==> config.mk <==
export PLATFORM = sky130hd
export DESIGN_NAME = add_chunked_flat
export DESIGN_NICKNAME = d
export VERILOG_FILES = /design/src/rtl/add_chunked_if.sv /design/src/rtl/add_chunked.sv /design/src/flat_wrapper.sv
export SDC_FILE = /design/constraint.sdc
export NUM_CORES = 1
export LEC_CHECK = 0
export CORE_MARGIN = 2
export CORE_UTILIZATION = 53
export DETAILED_ROUTE_END_ITERATION = 12
export PLACE_DENSITY = 0.82
export SYNTH_ARGS = -nofsm -noshare
export SYNTH_HDL_FRONTEND = slang
export SYNTH_SLANG_ARGS = --single-unit
==> constraint.sdc <==
create_clock -name clk -period 3.5 [get_ports clk]
set_clock_uncertainty 0.05 [all_clocks]
set_input_delay 0.7 -clock clk [delete_from_list [all_inputs] [get_ports clk]]
set_output_delay 0.7 -clock clk [all_outputs]
set_load 0.05 [all_outputs]
==> src/rtl/add_chunked_if.sv <==
// Operand/result handshake bundle for add_chunked.
// master drives operands and out_ready; slave is the adder.
interface add_chunked_if #(
  parameter int WIDTH = 16
);
  logic             in_valid;
  logic             in_ready;
  logic [WIDTH-1:0] a;
  logic [WIDTH-1:0] b;
  logic             sub;
  logic             cin;
  logic             out_valid;
  logic             out_ready;
  logic [WIDTH-1:0] sum;
  logic             cout;
  logic             ovf;
  logic             zero;

  modport master (
    output in_valid, a, b, sub, cin, out_ready,
    input  in_ready, out_valid, sum, cout, ovf, zero
  );

  modport slave (
    input  in_valid, a, b, sub, cin, out_ready,
    output in_ready, out_valid, sum, cout, ovf, zero
  );
endinterface

==> src/rtl/add_chunked.sv <==
// Multi-cycle add/sub, CHUNK bits per cycle, LSB first.
// Ports: clk, rst_n (sync, active-low), bus (add_chunked_if.slave).
module add_chunked #(
  parameter int WIDTH = 16,
  parameter int CHUNK = 4
) (
  input  logic        clk,
  input  logic        rst_n,
  add_chunked_if.slave bus
);
  localparam int N  = WIDTH / CHUNK;
  localparam int KW = (N > 1) ? $clog2(N) : 1;

  typedef enum logic [1:0] {
    IDLE,
    RUN,
    DONE
  } state_t;

  state_t           state;
  state_t           nxt;
  logic             in_ready;
  logic             out_valid;
  logic [WIDTH-1:0] ra;
  logic [WIDTH-1:0] rb;
  logic [WIDTH-1:0] acc;
  logic [WIDTH-1:0] res;
  logic             carry;
  logic [KW-1:0]    k;
  logic             last;
  logic [CHUNK:0]   psum;
  logic [WIDTH-1:0] sum_q;
  logic             cout_q;
  logic             ovf_q;
  logic             zero_q;

  assign last = (k == KW'(N - 1));

  always_comb begin
    psum = {1'b0, ra[k*CHUNK +: CHUNK]}
         + {1'b0, rb[k*CHUNK +: CHUNK]}
         + {{CHUNK{1'b0}}, carry};
  end

  // Full result as it will look once this chunk lands
  always_comb begin
    res = acc;
    res[k*CHUNK +: CHUNK] = psum[CHUNK-1:0];
  end

  always_comb begin
    nxt       = state;
    in_ready  = 1'b0;
    out_valid = 1'b0;
    unique case (state)
      IDLE: begin
        in_ready = 1'b1;
        if (bus.in_valid) nxt = RUN;
      end
      RUN: begin
        if (last) nxt = DONE;
      end
      DONE: begin
        out_valid = 1'b1;
        if (bus.out_ready) nxt = IDLE;
      end
      default: nxt = IDLE;
    endcase
  end

  always_ff @(posedge clk) begin
    if (!rst_n) begin
      state  <= IDLE;
      ra     <= '0;
      rb     <= '0;
      acc    <= '0;
      carry  <= 1'b0;
      k      <= '0;
      sum_q  <= '0;
      cout_q <= 1'b0;
      ovf_q  <= 1'b0;
      zero_q <= 1'b0;
    end else begin
      state <= nxt;
      unique case (state)
        IDLE: begin
          if (bus.in_valid) begin
            ra    <= bus.a;
            rb    <= bus.sub ? ~bus.b : bus.b;
            carry <= bus.sub ? ~bus.cin : bus.cin;
            acc   <= '0;
            k     <= '0;
          end
        end
        RUN: begin
          acc   <= res;
          carry <= psum[CHUNK];
          k     <= k + KW'(1);
          if (last) begin
            sum_q  <= res;
            cout_q <= psum[CHUNK];
            // a^b^s at the MSB recovers the carry into it
            ovf_q  <= ra[WIDTH-1] ^ rb[WIDTH-1]
                    ^ res[WIDTH-1] ^ psum[CHUNK];
            zero_q <= (res == '0);
          end
        end
        DONE: ;
        default: ;
      endcase
    end
  end

  assign bus.in_ready  = in_ready;
  assign bus.out_valid = out_valid;
  assign bus.sum       = sum_q;
  assign bus.cout      = cout_q;
  assign bus.ovf       = ovf_q;
  assign bus.zero      = zero_q;
endmodule

==> src/flat_wrapper.sv <==
// flat-port wrapper written by rule: the top's interface ports become plain ports
module add_chunked_flat 
#(
  parameter int WIDTH = 16,
  parameter int CHUNK = 4
)
  (clk, rst_n, bus_in_valid, bus_a, bus_b, bus_sub, bus_cin, bus_out_ready, bus_in_ready, bus_out_valid, bus_sum, bus_cout, bus_ovf, bus_zero);
  add_chunked_if #(.WIDTH(WIDTH)) bus_i ();
  input  logic clk;
  input  logic rst_n;
  input wire logic [$bits(bus_i.in_valid)-1:0] bus_in_valid;
  input wire logic [$bits(bus_i.a)-1:0] bus_a;
  input wire logic [$bits(bus_i.b)-1:0] bus_b;
  input wire logic [$bits(bus_i.sub)-1:0] bus_sub;
  input wire logic [$bits(bus_i.cin)-1:0] bus_cin;
  input wire logic [$bits(bus_i.out_ready)-1:0] bus_out_ready;
  output wire logic [$bits(bus_i.in_ready)-1:0] bus_in_ready;
  output wire logic [$bits(bus_i.out_valid)-1:0] bus_out_valid;
  output wire logic [$bits(bus_i.sum)-1:0] bus_sum;
  output wire logic [$bits(bus_i.cout)-1:0] bus_cout;
  output wire logic [$bits(bus_i.ovf)-1:0] bus_ovf;
  output wire logic [$bits(bus_i.zero)-1:0] bus_zero;
  assign bus_i.in_valid = bus_in_valid;
  assign bus_i.a = bus_a;
  assign bus_i.b = bus_b;
  assign bus_i.sub = bus_sub;
  assign bus_i.cin = bus_cin;
  assign bus_i.out_ready = bus_out_ready;
  assign bus_in_ready = bus_i.in_ready;
  assign bus_out_valid = bus_i.out_valid;
  assign bus_sum = bus_i.sum;
  assign bus_cout = bus_i.cout;
  assign bus_ovf = bus_i.ovf;
  assign bus_zero = bus_i.zero;
  add_chunked #(.WIDTH(WIDTH), .CHUNK(CHUNK)) u_core (.clk(clk), .rst_n(rst_n), .bus(bus_i));
endmodule
# Yosys cells after proc, flatten, opt, wreduce, memory -nomap -nowiden
# Index checks and enable logic that the tools add are counted.
# classes
addsub,4
n_eq_ne,6
shift,4
muxes,15
bitwise_logic,5
reduce_logical,7
# ops
op,n
$neg A4 Y34,1
$shift A4 B34 Y16 const A,1
$shiftx A4 B34 Y16,1
$mux W16,2
$pmux W16 S2,1
$shiftx A16 B5 Y4,2
$bwmux W16,1
$logic_not A16 Y1,1
$not A16 Y16,1
$mux W2,4
$pmux W2 S3,1
$reduce_and A2 Y1,3
$add A4 B4 Y5,1
$add A5 B1 Y5,1
$eq A2 B2 Y1 const B,2
$mux W1,4
$ne A2 B2 Y1 const B,2
$pmux W2 S2,1
$reduce_and A3 Y1,1
$xor A1 B1 Y1,3
$add A2 B1 Y2 const B,1
$eq A2 B1 Y1 const B,1
$logic_not A2 Y1,1
$ne A2 B1 Y1 const B,1
3 further kinds,3
# word_totals
register_bits,72
in_bits,38
out_inout_bits,21
wordCells,51

# Depth between registers and ports, before layout
# depth
depth_word,7
mapped_depth,11
depth_no_buf,9

# Worst setup path before layout
# OpenSTA, ideal clock, no wires.
# synth_timing
path_kind,reg2reg
start,reg u_core.k[0]
end,"reg u_core.zero_q, in the netlist u_core.bus.zero"
setup_time_ps,117
t_arrival_ps,2867
required_time_ps,3333
slack_ps,465
stages_incl_launch_ff,12
n_path_buf,2
period_less_slack_ps,3035
cell_sequence,dfxtp_1 > buf_2 > buf_2 > mux4_2 > fa_1 > inv_1 > fa_1 > nor2_1 > a41oi_1 > nand4_1 > nor4_1 > a32o_1
# synth_via
elab_chain_cells,6
word_cells_on_any_way,11
classes_between,add/sub: 3; eq/ne: 1; shift: 4; mux: 1; reduce/logical: 2
# synth_lines
item,line_no,rtl
from (decl),add_chunked.sv:29,logic [KW-1:0] k;
from (signal assigned),add_chunked.sv:98,k <= k + KW'(1);
"$shiftx A16 B5 Y4, on equally long branches","add_chunked.sv:40, add_chunked.sv:41",
$add A4 B4 Y5,add_chunked.sv:41,"+ {1'b0, rb[k*CHUNK +: CHUNK]}"
$add A5 B1 Y5,add_chunked.sv:42,"+ {{CHUNK{1'b0}}, carry};"
$shiftx A4 B34 Y16,add_chunked.sv:48,res[k*CHUNK +: CHUNK] = psum[CHUNK-1:0];
$bwmux W16,add_chunked.sv:48,
$logic_not A16 Y1,add_chunked.sv:105,zero_q <= (res == '0);
to (signal assigned),add_chunked.sv:105,
to (decl),add_chunked.sv:35,logic zero_q;
# Several ways; a longest one is shown, not always the timed one.
# A chain may end at the register's enable or synchronous reset.

# Worst setup path after layout
# layout_timing
start,reg u_core.k[1]
end,"reg u_core.zero_q, in the netlist u_core.bus.zero"
# Same word-level chain as after synthesis.

==> flow_summary_export.csv <==
group,metric,value,unit
critical_path,cpMostUsedCell,"fa_1",
grt,grt_pass1_wl,14400,um
drt,ant_nets,0,
floorplanning,start_util,0.538,
timing,clock.fmax,339,MHz
placed_design,placed_cells,529,
drt,wirelength,8490,um
drt,wl_per_cell,15.6,um
synthesis,synth_fp_nets,467,
power_and_ir_drop,p_seq_frac,0.430,
synthesis,synth_most_common_cell,"dfxtp_1",
drt,vias_per_cell,5.76,
floorplanning,dieWidth,86.4,um
critical_path,r2r_start,"u_core.k[1]",
hold_path,hp-class,"reg2reg",
timing,hold_viol_final,0,
synthesis,synth-simple-area-share,0.209,
critical_path,path_buf_inv,2,
synthesis,synth_top_family_by_area,"simple AND/OR/NAND/NOR gates",
critical_path,endpoint_kind,"flip-flop",
floorplanning,rows,30,
synthesis,synth_xor_area_frac,0.0511,
synthesis,synth.yosys.seq_area_share,0.401,
floorplanning,die_area,7460,sq um
drt,drt_iter0_drc,221,
status,status,"finished clean",
drt,dr.pass1.iters,5,
synthesis,synth_area_leaders,"dfxtp_1 40%, nand2_1 6.4%, xnor2_1 5.1%",
critical_path,path_class,"reg2reg",
power_and_ir_drop,p_sw_frac,0.252,
cells_and_area,fin_area,4450,sq um
critical_path,crit_start,"u_core.k[1]",
timing,finalCritPeriodShare,0.843,
placed_design,portBuffers,58,
synthesis,ys_dominant_reg_cell,"dfxtp_1",
timing,slew_viol_final,0,
timing,slew_headroom,0.335,
clocking,cts_max_level,3,
cells_and_area,fin_cells,545,
clocking,postCtsSetupRepairBufs,0,
critical_path,worstPathArrival,3160,ps
timing,holdWs,417,ps
placed_design,place_area,4190,sq um
grt,grt_max_degree,50,
critical_path,path_max_fanout,9,
grt,grt_use_total,0.245,
cells_and_area,seqCellArea,1440,sq um
clocking,clock-sinks,72,
clocking,cts_root_buf,"clkbuf_8",
clocking,insertion_delay,360,ps
clocking,cts_resized,0,
synthesis,synth_cell_type_count,44,
cells_and_area,drive_above_1_share,0.0774,
floorplanning,io_pins,59,
clocking,cts_buffer_depth,2,
synthesis,ys_ff_latch,72,
drt,dr_total_vias,3141,
timing,period_minus_slack,2950,ps
clocking,ctsHoldBuffers,0,
critical_path,critPathLaunchType,"flip-flop",
cells_and_area,finish.net_count,509,
grt,antenna_found_initial,0,
critical_path,worstPathCellList,"buf_4 -> mux4_2 -> fa_1 -> inv_1 -> fa_1 -> nor2_1 -> a41oi_1 -> nand4_1 -> nor4_1 -> a32o_1",
synthesis,yosys.area_share.adder,0.0424,
grt,gr-total-overflow,0,
synthesis,muxShareOfSynthArea,0.0529,
grt,grt_pass1_vias,3107,
timing,grt_setup_unrepaired,"false",
cells_and_area,multi_input_area,1960,sq um
drt,drc,0,
synthesis,synth_common_cells,"72 x dfxtp_1, 61 x nand2_1, 41 x nor2_1",
cells_and_area,syn_to_final_growth,23.8,%
synthesis,avgSynthCellArea,8.60,sq um
critical_path,cp_slowest_cell,"dfxtp_1",
cells_and_area,diodes,0,
power_and_ir_drop,pwr-share-comb,0.154,
critical_path,max_stage_delay,490,ps
clocking,tritoncts,"yes",
power_and_ir_drop,power.switching,0.515,mW
power_and_ir_drop,ir_drop,0.285,mV
critical_path,crit_family,"adder cells",
timing,setup_violations,0,
floorplanning,core,6680,sq um
clocking,cts_made_buffers,9,
power_and_ir_drop,p_per_area,459,nW/um^2
synthesis,synth_top_area_cell,"dfxtp_1",
floorplanning,die_h,86.4,um
synthesis,synth_edf_count,0,
synthesis,synth_compound_area_frac,0.190,
synthesis,synth_area,3600,sq um
timing,worst_pin_slew,998,ps
cells_and_area,fill_cells,553,
power_and_ir_drop,clkPwrFrac,0.416,
clocking,clk_pin_slew_worst_paths,80,ps
synthesis,synthCells,418,
power_and_ir_drop,leakagePower,1.74,nW
synthesis,synth-async-reset-ratio,0,
placed_design,finalWeightedCongestion,0.928,
critical_path,worstPathRequired,3710,ps
hold_path,min-delay-start,"u_core.ra[2]",
timing,finalSetupTns,0,ps
placed_design,hpwl,5710,um
power_and_ir_drop,intPower,1.53,mW
synthesis,yosysWarnings,0,
job,cap_violations,0,
synthesis,synth_top_area_frac,0.401,
==> layout by cell type (no fill, tap or decap), types with 2 or more instances in the layout <==
cell type,instances
dfxtp_1,72
nand2_1,61
clkdlybuf4s50_1,58
nor2_1,41
xnor2_1,21
a21boi_0,19
a21oi_1,16
o211a_1,16
nand3_1,15
nor2b_1,13
inv_1,12
a31oi_1,12
clkbuf_8,12
o21ai_0,11
ha_1,9
mux4_2,8
a211oi_1,8
nor3_1,7
buf_4,7
and2_1,5
nand2b_1,5
o22ai_1,5
nand4_1,3
bufinv_16,3
a41oi_1,2
nor4_1,2
nor3b_1,2
fa_1,2
==> cell families after synthesis <==
| group | count (synthesis) |
|---|---|
| and+or+nand+nor | 162 |
| AOI/OAI and AO/OA | 96 |
| DFF | 72 |
| buffers and inverters | 47 |
| xor gates and xnor gates | 21 |
| adders and majority gates | 11 |
| muxes | 9 |
==> power by group through the flow <==
stage          logic, mW  clock network (mW)  registers, mW
2_1_floorplan      0.215                   0          0.889
3_3_place_gp       0.299                   0          0.895
3_5_place_dp       0.307                   0          0.897
4_1_cts            0.312               0.860          0.878
5_1_grt            0.347               0.891          0.882
6_report           0.315               0.850          0.879
==> state kept, by name, indices dropped and copies added, names as in the netlist, 2 cells and up <==
| name | count |
|---|---|
| u_core.ra | 16 |
| u_core.k | 2 |
| u_core.state | 2 |
| u_core.rb | 16 |
| u_core.bus.sum | 16 |
| u_core.acc | 16 |
==> worst register-to-register path: stages (launching register included) <==
cell,delay [ps]
dfxtp_1,490
buf_4,240
mux4_2,320
fa_1,430
inv_1,80
fa_1,450
nor2_1,220
a41oi_1,190
nand4_1,140
nor4_1,50
a32o_1,190
==> layer usage <==
layer / track usage / part of all wire
met5: 0 / 0
met4: 0.107 / 0.022
met3: 0.0552 / 0.062
met2: 0.421 / 0.50
met1: 0.294 / 0.42
==> stage by stage <==
stage	util	setup WS (ps)	power, mW
floorplan	-	465	1.10
global placement	0.627	618	1.19
detailed placement	0.627	580	1.20
CTS	0.666	517	2.05
global route	0.666	342	2.12
finish	0.666	549	2.04
==> worst paths after layout <==
path / end / slack (ps) / cells after the start
min reg2reg: u_core.ra[2] / 420 / 2
max: u_core.bus.zero / 550 / 10
max reg2reg: u_core.bus.zero / 550 / 10
min: u_core.ra[2] / 420 / 2
==> final cells by class <==
cell class | count | share of cell area
multi-input cells | 299 | 0.441
flip-flops and latches | 72 | 0.324
repair buffers | 65 | 0.142
clock buffers | 12 | 0.0371
well taps | 80 | 0.0225
clock inverters | 4 | 0.0222
inverters | 13 | 0.0110
(Power assumes the default switching activity.)
